===== src/rtl/note_sequencer.sv =====
// Playback controller: walks phrase addresses, fetches phrase records from the ROMs and
// issues timed notes to the tone generator over a valid/ready handshake.
module note_sequencer #(
  parameter int unsigned LAST_ADDR = 255,
  parameter int unsigned T16       = 326,
  parameter int unsigned T8        = 652,
  parameter int unsigned T4        = 1304
) (
  input  logic        clk,
  input  logic        reset,
  input  logic        play,
  input  logic        tick_en,
  output logic [7:0]  phrase_addr,
  input  logic [4:0]  phrase_id,
  output logic [3:0]  rom_phrase_id,
  output logic        bank,
  input  logic [31:0] phrase_data,
  input  logic [7:0]  length_bits,
  input  logic [2:0]  n_notes,
  output logic        note_valid,
  input  logic        note_ready,
  output logic [3:0]  note_freq_addr,
  output logic [11:0] note_ticks,
  output logic        busy,
  output logic        song_wrap
);

  localparam logic [7:0]  LastAddrW = 8'(LAST_ADDR);
  localparam logic [11:0] T16W      = 12'(T16);
  localparam logic [11:0] T8W       = 12'(T8);
  localparam logic [11:0] T4W       = 12'(T4);

  typedef enum logic [2:0] {
    StIdle,
    StFetchId,
    StFetchPh,
    StIssue,
    StHold,
    StPause
  } state_e;

  state_e      state_q, state_d;
  logic [7:0]  addr_q, addr_d;
  logic [3:0]  rom_id_q, rom_id_d;
  logic        bank_q, bank_d;
  logic [31:0] phrase_q, phrase_d;
  logic [7:0]  len_q, len_d;
  logic [2:0]  notes_left_q, notes_left_d;
  logic [2:0]  note_idx_q, note_idx_d;
  logic [11:0] tick_cnt_q, tick_cnt_d;
  logic        wrap_q, wrap_d;

  logic [31:0] phrase_sh;
  logic [7:0]  len_sh;
  logic [3:0]  cur_freq;
  logic        cur_long;
  logic [11:0] cur_ticks;

  // Note 0 sits in the top nibble / top bit, so shift the current note to the top.
  always_comb begin
    phrase_sh = phrase_q << {note_idx_q, 2'b00};
    len_sh    = len_q << note_idx_q;
    cur_freq  = phrase_sh[31:28];
    cur_long  = len_sh[7];
    if (bank_q) begin
      cur_ticks = cur_long ? T8W : T16W;
    end else begin
      cur_ticks = cur_long ? T4W : T8W;
    end
  end

  always_comb begin
    state_d      = state_q;
    addr_d       = addr_q;
    rom_id_d     = rom_id_q;
    bank_d       = bank_q;
    phrase_d     = phrase_q;
    len_d        = len_q;
    notes_left_d = notes_left_q;
    note_idx_d   = note_idx_q;
    tick_cnt_d   = tick_cnt_q;
    wrap_d       = 1'b0;

    case (state_q)
      StIdle: begin
        if (play) state_d = StFetchId;
      end
      StFetchId: begin
        rom_id_d = phrase_id[3:0];
        bank_d   = phrase_id[4];
        state_d  = StFetchPh;
      end
      StFetchPh: begin
        phrase_d     = phrase_data;
        len_d        = length_bits;
        notes_left_d = n_notes;
        note_idx_d   = 3'd0;
        state_d      = StIssue;
      end
      StIssue: begin
        // play is not sampled here: an offered note is never withdrawn.
        if (note_ready) begin
          tick_cnt_d = cur_ticks;
          state_d    = StHold;
        end
      end
      StHold: begin
        if (tick_en) begin
          if (tick_cnt_q <= 12'd1) begin
            tick_cnt_d = 12'd0;
            if (notes_left_q != 3'd0) begin
              notes_left_d = notes_left_q - 3'd1;
              note_idx_d   = note_idx_q + 3'd1;
              state_d      = play ? StIssue : StPause;
            end else begin
              if (addr_q == LastAddrW) begin
                addr_d = 8'd0;
                wrap_d = 1'b1;
              end else begin
                addr_d = addr_q + 8'd1;
              end
              state_d = play ? StFetchId : StIdle;
            end
          end else begin
            tick_cnt_d = tick_cnt_q - 12'd1;
          end
        end
      end
      StPause: begin
        if (play) state_d = StIssue;
      end
      default: state_d = StIdle;
    endcase
  end

  always_ff @(posedge clk) begin
    if (reset) begin
      state_q      <= StIdle;
      addr_q       <= 8'd0;
      rom_id_q     <= 4'd0;
      bank_q       <= 1'b0;
      phrase_q     <= 32'd0;
      len_q        <= 8'd0;
      notes_left_q <= 3'd0;
      note_idx_q   <= 3'd0;
      tick_cnt_q   <= 12'd0;
      wrap_q       <= 1'b0;
    end else begin
      state_q      <= state_d;
      addr_q       <= addr_d;
      rom_id_q     <= rom_id_d;
      bank_q       <= bank_d;
      phrase_q     <= phrase_d;
      len_q        <= len_d;
      notes_left_q <= notes_left_d;
      note_idx_q   <= note_idx_d;
      tick_cnt_q   <= tick_cnt_d;
      wrap_q       <= wrap_d;
    end
  end

  always_comb begin
    phrase_addr    = addr_q;
    rom_phrase_id  = rom_id_q;
    bank           = bank_q;
    note_valid     = (state_q == StIssue);
    note_freq_addr = note_valid ? cur_freq : 4'd0;
    note_ticks     = note_valid ? cur_ticks : 12'd0;
    busy           = (state_q != StIdle) && (state_q != StPause);
    song_wrap      = wrap_q;
  end

endmodule


===== config.mk =====
export PLATFORM = sky130hd
export DESIGN_NAME = note_sequencer
export DESIGN_NICKNAME = d
export VERILOG_FILES = /design/src/rtl/note_sequencer.sv
export SDC_FILE = /design/constraint.sdc
export NUM_CORES = 1
export LEC_CHECK = 0
export ABC_AREA = 1
export BUFFER_PORTS_ARGS = -buffer_cell sky130_fd_sc_hd__clkbuf_2
export CAP_MARGIN = 25
export CORE_MARGIN = 5
export CORE_UTILIZATION = 49
export DETAILED_ROUTE_END_ITERATION = 16
export GPL_ROUTABILITY_DRIVEN = 0
export PLACE_DENSITY = 0.76
export SYNTH_ARGS = -nofsm -noshare
export SYNTH_HDL_FRONTEND = slang
export SYNTH_SLANG_ARGS = --single-unit
export TNS_END_PERCENT = 20

===== constraint.sdc =====
create_clock -name clk -period 1.8 [get_ports clk]
set_input_delay 0.27 -clock clk [delete_from_list [all_inputs] [get_ports clk]]
set_output_delay 0.27 -clock clk [all_outputs]
set_load 0.05 [all_outputs]

# --- Word level (Yosys, flattened, before mapping) ---
# Index checks and enable logic that the tools add are counted.
# W data, S select, Z words.
word_totals:
  word_cells: 73
  ff_bits: 75
op_classes:
  muxes: 28
  n_reduce_logical: 11
  n_bitwise: 4
  eq_ne: 13
  add_sub_neg: 4
  magnitude_cmp: 1
  shifts: 2
ops:
  columns: ["op", "count"]
  rows:
  - ["$mux W12", 4]
  - ["$mux W3", 13]
  - ["$shl A32 B5 Y32", 1]
  - ["$pmux W12 S2", 1]
  - ["$mux W11", 2]
  - ["$pmux W3 S6", 1]
  - ["$le A12 B1 Y1 const B", 1]
  - ["$pmux W3 S2", 2]
  - ["$sub A12 B1 Y12 const B", 1]
  - ["$mux W10", 1]
  - ["$ne A2 B2 Y1 const B", 5]
  - ["$add A8 B1 Y8 const B", 1]
  - ["$eq A8 B8 Y1 const B", 1]
  - ["$mux W8", 1]
  - ["$reduce_and A4 Y1", 2]
  - ["$shl A8 B3 Y8", 1]
  - ["$eq A3 B2 Y1 const B", 2]
  - ["$eq A3 B3 Y1 const B", 2]
  - ["$reduce_bool A3 Y1", 2]
  - ["$reduce_and A5 Y1", 1]
  - ["$reduce_or A5 Y1", 1]
  - ["$mux W4", 1]
  - ["$not A1 Y1", 4]
  - ["$reduce_bool A2 Y1", 2]
  - ["other kinds (9)", 10]

# --- Logic depth before layout (Yosys ltp) ---
# Gate-level depths: netlist (run 1).
depth:
  ltp_word: 5
  depth_mapped: 13
  mapped_depth_nobuf: 13

# --- Least setup slack after synthesis (run 1) ---
# No wires, ideal clock.
synth_path:
  path_kind: "register to output"
  start: "register note_idx_q[0]"
  end: "output note_ticks[9]"
  arrival_time_ps: 2422
  stages_incl_launch_ff: 12
  required_ps: 1530
  slack_ps: -892
  path_cell_list: "dfxtp_1 > inv_1 > clkbuf_1 > a21oi_1 > o21ai_0 > nand2_1 > nand2_1 > o21ai_0 > ha_1 > inv_1 > nor2_1 > buf_4"
synth_via:
  elab_chain_len: 4
synth_rtl:
  columns: ["item", "line_no", "rtl"]
  rows:
  - ["from (decl)", "49", "logic [2:0] note_idx_q, note_idx_d;"]
  - ["from (signal assigned)", "156", "note_idx_q <= note_idx_d;"]
  - ["$shl A8 B3 Y8 *", "62", "len_sh = len_q << note_idx_q;"]
  - ["$mux W11 / $mux W10 (equally long branches)", "68, 66", null]
  - ["$mux W11 *", "65", "if (bank_q) begin"]
  - ["$mux W12 *", "168", "note_ticks = note_valid ? cur_ticks : 12'd0;"]
  - ["to (decl)", "23", "output logic [11:0] note_ticks,"]
# Mark *: on every way between the ends. The rest lies on a longest branch, timed or not.

# --- Final worst setup path (run 1) ---
layout_path:
  start: "register note_idx_q[0]"
  end: "output note_ticks[7]"
# Same word-level chain as after synthesis.

==> results of run 1 <==
## synth_stat cells
cell | instances | area share [%]
inv_2 | 1 | 0.095
a21oi_1 | 88 | 11
o21ai_1 | 4 | 0.51
conb_1 | 1 | 0.095
or2_2 | 2 | 0.32
xor2_1 | 3 | 0.67
a31oi_1 | 4 | 0.63
nand2_4 | 1 | 0.29
inv_6 | 1 | 0.22
nor2_2 | 5 | 0.79
buf_6 | 1 | 0.29
nand3_4 | 1 | 0.44
o21bai_1 | 1 | 0.19
a211oi_1 | 1 | 0.19
nor3b_1 | 1 | 0.19
a21oi_4 | 1 | 0.41
nor3_1 | 4 | 0.51
nor3_2 | 1 | 0.25
o221ai_1 | 1 | 0.22
nand4_1 | 9 | 1.4
nand3_1 | 30 | 3.8
nor2_1 | 43 | 4.1
buf_4 | 7 | 1.3
ha_1 | 8 | 2.5
a21oi_2 | 2 | 0.44
inv_1 | 92 | 8.7
nand3_2 | 1 | 0.25
xnor2_1 | 2 | 0.44
o21ai_0 | 81 | 10
buf_2 | 2 | 0.25
clkbuf_1 | 22 | 2.1
nand2_2 | 5 | 0.79
dfxtp_1 | 75 | 38
nor2_4 | 3 | 0.86
nand2_1 | 76 | 7.2
## worst max-delay path by stage
stage | start | endpoint | slack [ns] | cells past startpoint
after floorplan | note_idx_q[0] | note_ticks[9] | -0.20 | 10
final | note_idx_q[0] | note_ticks[7] | -0.31 | 10
after global placement | note_idx_q[1] | note_ticks[9] | -0.08 | 10
after CTS | note_idx_q[0] | note_ticks[6] | -0.33 | 11
after global routing | note_idx_q[0] | note_ticks[9] | -0.43 | 10
after detailed placement | note_idx_q[1] | note_ticks[7] | -0.16 | 10
## sequential cells by signal, indices dropped and copies added (netlist names)
register,cells
song_wrap,1
rom_phrase_id,4
notes_left_q,3
bank,1
phrase_addr,8
len_q,8
tick_cnt_q,12
phrase_q,32
state_q,3
note_idx_q,3
## per-layer routing
| metal | up-vias | global-route usage, % |
|---|---|---|
| li1 | 2061 | - |
| met1 | 1816 | 28.3 |
| met2 | 124 | 33.8 |
| met3 | 24 | 5.14 |
| met4 | 0 | 6.62 |
| met5 | - | 0 |
## report_power, final
group / switching, mW / internal (mW)
Combinational: 3.19 / 1.71
Clock: 0.656 / 0.958
Sequential: 0.365 / 2.17
## cells in the final DEF, fill, tap and decap left out, types with 4 or more instances in the layout
cell type,instances
o21ai_1,14
buf_12,9
nand2_1,69
buf_8,4
a31oi_4,4
nand2_2,11
nand4_1,9
ha_1,5
nand3_1,28
nor2_2,6
clkbuf_2,68
buf_4,24
nor3_1,4
nor2_1,37
a21oi_1,79
a21oi_2,10
nor2_4,8
inv_2,8
dfxtp_1,72
o21ai_0,69
inv_1,82
clkbuf_8,11
## cell families after synthesis
family          count (synthesis)  synth area share, %
fa+ha+maj                       8                 2.53
buf+inv                       126                 13.0
flops                          75                 38.0
compound gates                183                 24.0
simple gates                  182                 21.2
xor+xnor                        5                 1.11
other cells                     1               0.0949
## through the flow
stage	setup slack, ns	power (mW)
6_report	-0.312	9.05
5_1_grt	-0.432	9.72
4_1_cts	-0.333	8.80
3_5_place_dp	-0.159	6.93
3_3_place_gp	-0.0790	6.79
2_1_floorplan	-0.198	5.78
## area by class of cell
type | instances | area, um2 | area share (%)
sequential | 75 | 1510 | 29.1
timing repair buffer | 106 | 774 | 14.9
clock inverter | 6 | 113 | 2.17
clock buffer | 10 | 138 | 2.65
multi-input combinational | 381 | 2160 | 41.6
tap | 102 | 128 | 2.46
inverter | 94 | 368 | 7.08
## critical path, cell delays in order (launching register included)
cell and delay (ns):
dfxtp_4 0.41, inv_6 0.05, a21oi_2 0.11, o21ai_1 0.08, nand2_1 0.08, inv_2 0.04, o21ai_4 0.17, ha_4 0.21
inv_4 0.05, nor2_4 0.12, buf_8 0.16
## timing repair
action	4_1_cts	5_1_grt
endpoints found under the setup margin	19	34
gates resized for setup	36	31
endpoints found under the hold margin	0	0
pin swaps	4	3
buffers inserted	1	0
==> flow_metrics.py, run 1 <==
metrics = {
    "run_status": {
        "status": "finished, violations left",
        "violations": "negative setup slack",
    },
    "worst_setup_path": {
        "setup.worst_path.class": "flip-flop to primary output",
        "reg2reg_depth": 11,
        "critPathArrivalTime_ns": 1.84,
        "timing.rr.start": "note_idx_q[0]",
        "critPathCaptureType": "primary output",
        "r2r_slack_ns": 0.06,
        "worstPathRequired_ns": 1.53,
        "crit_path_start_kind": "flip-flop",
        "cp_max_fo": 7,
        "r2r-end": "tick_cnt_q[8]",
    },
    "sta": {
        "final_hold_viol_count": 0,
        "rsz0062_at_grt": "yes",
        "fin_tns_setup_ns": -3.21,
        "finalWorstSetupSlack_ns": -0.312,
        "fin_hold_ws_ns": 0.171,
        "setup_viol": 13,
        "fin_crit_ns": 2.11,
        "post-route-period-util_pct": 117,
        "fin_skew_ns": 0.00518,
        "clock.fmax_mhz": 474,
        "timing.final.max_slew_violations": 0,
    },
    "logic_synthesis": {
        "ys_types": 35,
        "ys_ff_latch": 75,
        "syn_area_mm2": 0.00395,
        "synth_cells": 580,
        "avgSynthCellArea_um2": 6.81,
        "synth_seq_area_share_pct": 38.0,
        "ys_warn_count": 0,
    },
    "die": {
        "fp.coreArea_mm2": 0.00781,
        "die_w_um": 99.8,
        "pin_count": 85,
        "rows": 32,
        "dieArea_mm2": 0.00996,
        "die_h_um": 99.8,
        "start_util_pct": 50.6,
    },
    "final_layout": {
        "area_delta_synth_final_pct": 31.5,
        "fin_area_mm2": 0.00519,
        "utilization_pct": 66.5,
        "final_cells": 774,
        "finalNetCount": 728,
        "n_antenna_cell": 0,
        "post_route_cells_drive_above_1_share_pct": 28.7,
        "final.fill_count": 655,
    },
    "worst_hold_path": {
        "min_from": "phrase_id[2]",
        "hold_class": "input pin to flip-flop",
        "holdPathEnd": "rom_phrase_id[2]",
        "hold_depth": 3,
    },
    "global_routing": {
        "grt_pass1_vias": 3779,
        "grt_first_pass_wirelength_um": 17300,
        "gr-total-overflow": 0,
        "grt_usage_pct": 21.2,
        "grt_max_degree": 82,
        "antenna_found_initial": 0,
    },
    "routing": {
        "firstDrtPassIters": 4,
        "drt-total-wl_um": 10600,
        "drt.antenna.violating_nets": 0,
        "vias": 4025,
        "drt_iter0_drc": 232,
        "drc": 0,
        "wl_met2_um": 4820,
        "wl_met1_um": 4890,
        "routed.top_layer": "met4",
        "post_drt_via_cell_ratio": 5.20,
        "routed-wl-met3_um": 641,
        "wl_per_cell_um": 13.6,
    },
    "pwr": {
        "p_per_area_mw_per_mm2": 1740,
        "p_leak_nw": 2.17,
        "peakVddDrop_mv": 0.717,
    },
    "flow_run": {
        "maxCapViolCount": 0,
    },
    "cts": {
        "clock-root-buffer": "clkbuf_8",
        "htreeDepth": 3,
        "cts_hold_buf": 0,
        "numCtsBuffers": 9,
        "cts.sinks": 75,
        "clkSlewWorstSetupHoldPaths_ns": 0.08,
        "clock_path_buffers": 2,
        "cts_tree": "built",
        "insertion_delay_ns": 0.35,
    },
    "placement": {
        "placed_cells": 757,
        "port_buffers": 81,
        "dp_hpwl_um": 7700,
        "placed_area_mm2": 0.00474,
    },
}
No activity file was read; power rests on OpenSTA's default activity.
==> run 2, diff against run 1 <==
--- a/config.mk
+++ b/config.mk
@@ -13,6 +13,7 @@
 export DETAILED_ROUTE_END_ITERATION = 16
 export GPL_ROUTABILITY_DRIVEN = 0
 export PLACE_DENSITY = 0.76
+export REMOVE_ABC_BUFFERS = 1
 export SYNTH_ARGS = -nofsm -noshare
 export SYNTH_HDL_FRONTEND = slang
 export SYNTH_SLANG_ARGS = --single-unit
==> flow_metrics.py, run 2 (synthesis results as in run 1) <==
metrics = {
    "run_status": {
        "status": "finished, violations left",
        "violations": "negative setup slack",
    },
    "cts": {
        "clkSlewWorstSetupHoldPaths_ns": 0.08,
        "htreeDepth": 3,
        "numCtsBuffers": 9,
        "cts_tree": "built",
        "clock_path_buffers": 2,
        "insertion_delay_ns": 0.36,
        "clock-root-buffer": "clkbuf_8",
        "cts.sinks": 75,
        "cts_hold_buf": 0,
    },
    "routing": {
        "vias": 4026,
        "drt.antenna.violating_nets": 0,
        "firstDrtPassIters": 5,
        "drt_iter0_drc": 164,
        "drt-total-wl_um": 10300,
        "drc": 0,
        "wl_per_cell_um": 13.2,
        "post_drt_via_cell_ratio": 5.17,
    },
    "worst_setup_path": {
        "critPathArrivalTime_ns": 1.90,
        "r2r-end": "tick_cnt_q[8]",
        "critical_path.cell_chain": "buf_6 > o21ai_2 > nand2_1 > inv_2 > o21ai_4 > ha_4 > inv_4 > nor2_4 > buf_8",
        "startpoint": "note_idx_q[0]",
        "worstSetupPathDepth": 9,
        "max_stage_delay_ns": 0.37,
        "cp_max_fo": 6,
        "cp_top_family": "buffers and inverters",
        "crit_path_start_kind": "flip-flop",
        "critPathCaptureType": "primary output",
        "timing.rr.start": "note_idx_q[1]",
        "setup.worst_path.class": "flip-flop to primary output",
        "endpoint": "note_ticks[7]",
        "r2r_slack_ns": 0.03,
        "reg2reg_depth": 11,
        "slowest_stage": "dfxtp_4",
        "crit_buf_inv": 4,
        "worstPathRequired_ns": 1.53,
    },
    "global_routing": {
        "antenna_found_initial": 0,
        "grt_first_pass_wirelength_um": 16900,
        "grt_usage_pct": 20.5,
        "gr-total-overflow": 0,
        "grt_pass1_vias": 3814,
        "grt_max_degree": 82,
    },
    "worst_hold_path": {
        "hold_class": "input pin to flip-flop",
    },
    "final_layout": {
        "final_cell_mix": "84 x inv_1, 81 x a21oi_1, 72 x nand2_1, 72 x dfxtp_1",
        "top_regs": "phrase_q: 32 flops, tick_cnt_q: 12 flops",
        "largest_register": "phrase_q",
        "area_delta_synth_final_pct": 30.0,
        "finalNetCount": 733,
        "final.fill_count": 688,
        "final_cells": 779,
        "n_antenna_cell": 0,
        "fin_area_mm2": 0.00513,
        "layout_commonest_cell": "inv_1",
        "post_route_cells_drive_above_1_share_pct": 28.4,
        "largest_register_ffs": 32,
    },
    "sta": {
        "setup_viol": 13,
        "fin_crit_ns": 2.17,
        "post-route-period-util_pct": 121,
        "rsz0062_at_grt": "yes",
        "timing.final.max_slew_violations": 0,
        "fin_skew_ns": 0.00705,
        "clock.fmax_mhz": 460,
        "final_hold_viol_count": 0,
        "finalWorstSetupSlack_ns": -0.375,
        "fin_hold_ws_ns": 0.163,
        "fin_tns_setup_ns": -4.05,
    },
    "placement": {
        "placed_cells": 762,
        "placed_area_mm2": 0.00466,
        "dp_hpwl_um": 7300,
        "port_buffers": 81,
    },
    "die": {
        "rows": 32,
        "die_w_um": 99.8,
        "fp.coreArea_mm2": 0.00781,
        "die_h_um": 99.8,
        "dieArea_mm2": 0.00996,
        "start_util_pct": 50.6,
        "pin_count": 85,
    },
    "pwr": {
        "p_leak_nw": 2.19,
        "p_per_area_mw_per_mm2": 1710,
        "p_total_mw": 8.79,
        "peakVddDrop_mv": 0.727,
    },
    "flow_run": {
        "maxCapViolCount": 0,
    },
}
==> run 2: area by class of cell <==
| type | count | area (um2) | share of cell area, % |
|---|---|---|---|
| Clock buffer | 11 | 141 | 2.75 |
| Clock inverter | 5 | 61.3 | 1.19 |
| Inverter | 94 | 360 | 7.02 |
| Multi-Input combinational cell | 381 | 2120 | 41.4 |
| Sequential cell | 75 | 1510 | 29.4 |
| Tap cell | 102 | 128 | 2.49 |
| Timing Repair Buffer | 111 | 813 | 15.8 |
==> run 2: what timing repair did <==
item | in CTS | in global routing
setup buffers | 1 | 0
gates cloned | 0 | 0
resized for setup | 52 | 39
pin swaps | 7 | 10
endpoints found under the setup margin | 20 | 37
==> run 2: stage by stage <==
step	setup WS [ns]	utilization, %
2_1_floorplan	-1.46	-
4_1_cts	-0.307	64.4
6_report	-0.375	65.8
3_5_place_dp	-0.240	59.6
3_3_place_gp	-0.161	59.6
5_1_grt	-0.460	65.8
==> run 2: where the power goes <==
part	switching, mW	internal, mW
combinational	3.16	1.79
sequential	0.342	2.16
clock	0.650	0.686
total	4.15	4.64
==> run 2: worst min-delay path by stage <==
stage | to | depth (start not counted) | slack, ns | from
after floorplan | tick_cnt_q[3] | 1 | 0.33 | reset
after global placement | phrase_q[13] | 2 | 0.43 | phrase_q[13]
after detailed placement | phrase_q[19] | 2 | 0.43 | phrase_q[19]
after CTS | rom_phrase_id[3] | 3 | 0.16 | phrase_id[3]
after global routing | rom_phrase_id[0] | 3 | 0.17 | phrase_id[0]
final | rom_phrase_id[3] | 3 | 0.16 | phrase_id[3]
==> run 2: worst register-to-register path, cell delays in order, from the launching register on <==
cell and delay [ns]:
dfxtp_2 0.33, buf_4 0.14, a21oi_2 0.13, o21ai_2 0.08
nand2_1 0.08, inv_2 0.05, o21ai_4 0.19, ha_4 0.25
buf_4 0.14, a21oi_4 0.14, nand2_1 0.07, a21oi_1 0.11
==> run 2: per-layer routing <==
metal	vias to the layer above	part of all wire, %	GRT usage (%)
li1	2063	-	-
met2	111	51	37.1
met4	0	1.1	4.83
met5	-	0	0
met3	18	5.8	5.35
met1	1834	42	24.1
==> run 3, diff against run 2 <==
==> constraint.sdc (replaced) <==
create_clock -name clk -period 2 [get_ports clk]
set_input_delay 0.3 -clock clk [delete_from_list [all_inputs] [get_ports clk]]
set_output_delay 0.3 -clock clk [all_outputs]
set_load 0.05 [all_outputs]
==> flow_metrics.py, run 3 (synthesis results as in run 1) <==
metrics = {
    "cts": {
        "htreeDepth": 3,
        "clock-root-buffer": "clkbuf_8",
        "cts_tree": "built",
        "insertion_delay_ns": 0.34,
        "cts.sinks": 75,
        "clock_path_buffers": 2,
        "cts_hold_buf": 0,
        "numCtsBuffers": 9,
        "clkSlewWorstSetupHoldPaths_ns": 0.08,
    },
    "global_routing": {
        "grt.busiest_layer": "met2",
        "grt_usage_pct": 20.1,
        "use_met3_pct": 3.75,
        "grt_util_met2_pct": 34.4,
        "grt_pass1_vias": 3638,
        "met1_usage_pct": 25.8,
        "gr-total-overflow": 0,
        "grt_first_pass_wirelength_um": 16500,
        "antenna_found_initial": 0,
        "grt_max_degree": 82,
    },
    "routing": {
        "drt.antenna.violating_nets": 0,
        "drc": 0,
        "vias": 4031,
        "drt_iter0_drc": 176,
        "wl_per_cell_um": 13.0,
        "firstDrtPassIters": 5,
        "drt-total-wl_um": 10000,
        "post_drt_via_cell_ratio": 5.24,
    },
    "worst_setup_path": {
        "crit_path_start_kind": "flip-flop",
        "cp_top_family": "compound AO/OA/AOI/OAI gates",
        "critical_path.cell_chain": "buf_6 > buf_4 > a21oi_1 > o21ai_0 > nand3_1 > nand2_1 > a31oi_1 > buf_12",
        "cp_max_fo": 8,
        "timing.rr.start": "tick_cnt_q[1]",
        "setup.worst_path.class": "flip-flop to primary output",
        "worstPathRequired_ns": 1.70,
        "worstSetupPathDepth": 8,
        "reg2reg_depth": 11,
        "critPathCaptureType": "primary output",
        "slowest_stage": "dfxtp_2",
        "critPathArrivalTime_ns": 1.85,
        "r2r-end": "tick_cnt_q[11]",
        "r2r_slack_ns": 0.22,
        "crit_buf_inv": 3,
        "max_stage_delay_ns": 0.33,
    },
    "sta": {
        "final_hold_viol_count": 0,
        "rsz0062_at_grt": "yes",
        "fin_skew_ns": 0.00813,
        "clock.fmax_mhz": 466,
        "fin_crit_ns": 2.15,
        "fin_tns_setup_ns": -1.52,
        "post-route-period-util_pct": 107,
        "finalWorstSetupSlack_ns": -0.147,
        "setup_viol": 13,
        "timing.final.max_slew_violations": 0,
    },
    "pwr": {
        "p_per_area_mw_per_mm2": 1540,
        "peakVddDrop_mv": 0.693,
        "p_leak_nw": 2.12,
    },
    "placement": {
        "port_buffers": 81,
        "placed_area_mm2": 0.00457,
        "dp_hpwl_um": 7250,
        "pre_cts_ws_ns": -0.140,
    },
    "final_layout": {
        "finalNetCount": 723,
        "top_regs": "phrase_q: 32 flops, tick_cnt_q: 12 flops",
        "final_cell_mix": "85 x a21oi_1, 84 x inv_1, 75 x o21ai_0",
        "layout_commonest_cell": "a21oi_1",
        "area_delta_synth_final_pct": 27.2,
        "final.fill_count": 685,
        "fin_area_mm2": 0.00502,
        "post_route_cells_drive_above_1_share_pct": 25.5,
        "largest_register_ffs": 32,
        "n_antenna_cell": 0,
        "largest_register": "phrase_q",
    },
    "worst_hold_path": {
        "hold_class": "input pin to flip-flop",
        "holdPathEnd": "rom_phrase_id[0]",
        "hold_depth": 3,
        "min_from": "phrase_id[0]",
    },
    "die": {
        "die_w_um": 99.8,
        "start_util_pct": 50.6,
        "dieArea_mm2": 0.00996,
        "fp.coreArea_mm2": 0.00781,
        "die_h_um": 99.8,
        "pin_count": 85,
        "rows": 32,
    },
    "flow_run": {
        "maxCapViolCount": 0,
    },
    "run_status": {
        "status": "finished, violations left",
        "violations": "negative setup slack",
    },
}
[run 3: cell count changes in the layout (fill, tap and decap cells not counted), sizes merged]
cell | previous run | this run
bufinv | 1 | 2
buf | 40 | 30
clkbuf | 82 | 81
inv | 95 | 93
clkinv | 3 | 2
clkinvlp | 0 | 3
[run 3: metrics by stage]
| step | hold slack [ns] | total power [mW] | util, % | cells |
|---|---|---|---|---|
| 3_3_place_gp | 0.428 | 5.91 | 58.6 | 751 |
| 4_1_cts | 0.199 | 7.59 | 63.6 | 767 |
| 6_report | 0.210 | 7.75 | 64.4 | 769 |
| 5_1_grt | 0.203 | 8.40 | 64.4 | 769 |
| 3_5_place_dp | 0.432 | 6.00 | 58.6 | 751 |
| 2_1_floorplan | 0.362 | 4.94 | - | 550 |
[run 3: worst max-delay path by stage]
stage,start,to
after floorplan,note_idx_q[0],note_ticks[7]
after global placement,note_idx_q[1],note_ticks[4]
after detailed placement,note_idx_q[0],note_ticks[4]
after CTS,note_idx_q[0],note_ticks[9]
after global routing,note_idx_q[0],note_ticks[7]
final,note_idx_q[0],note_freq_addr[3]
[run 3: layer usage]
metal  vias to the layer above  share of wire [%]
met2                       130                 49
li1                       2046                  -
met5                         -                  0
met1                      1834                 43
met3                        21                6.3
met4                         0                1.7
[run 3: power by group]
group	total [mW]	internal [mW]	leakage, nW	switching [mW]
combinational	4.20	1.49	1.40	2.71
clock	1.32	0.736	0.108	0.581
sequential	2.23	1.94	0.613	0.284
[run 3: layout make-up]
| type | count | area (um2) | share of cell area, % |
|---|---|---|---|
| Clock inverter | 6 | 88.8 | 1.77 |
| Sequential cell | 75 | 1510 | 30.0 |
| Timing Repair Buffer | 101 | 739 | 14.7 |
| Multi-Input combinational cell | 381 | 2060 | 41.0 |
| Inverter | 94 | 367 | 7.30 |
| Clock buffer | 10 | 138 | 2.74 |
| Tap cell | 102 | 128 | 2.54 |
[run 3: tightest hold or removal path: cells and delay by family]
| family | cells | cell delay (ns) |
|---|---|---|
| buffers and inverters | 1 | 0.08 |
| AO/OA/AOI/OAI | 1 | 0.06 |
| AND/OR/NAND/NOR | 1 | 0.07 |
[run 3: what timing repair did]
action	4_1_cts	5_1_grt
gates resized for setup	50	18
pin swaps	7	5
gates cloned	0	0
setup endpoints to repair	13	19
setup buffers	0	2
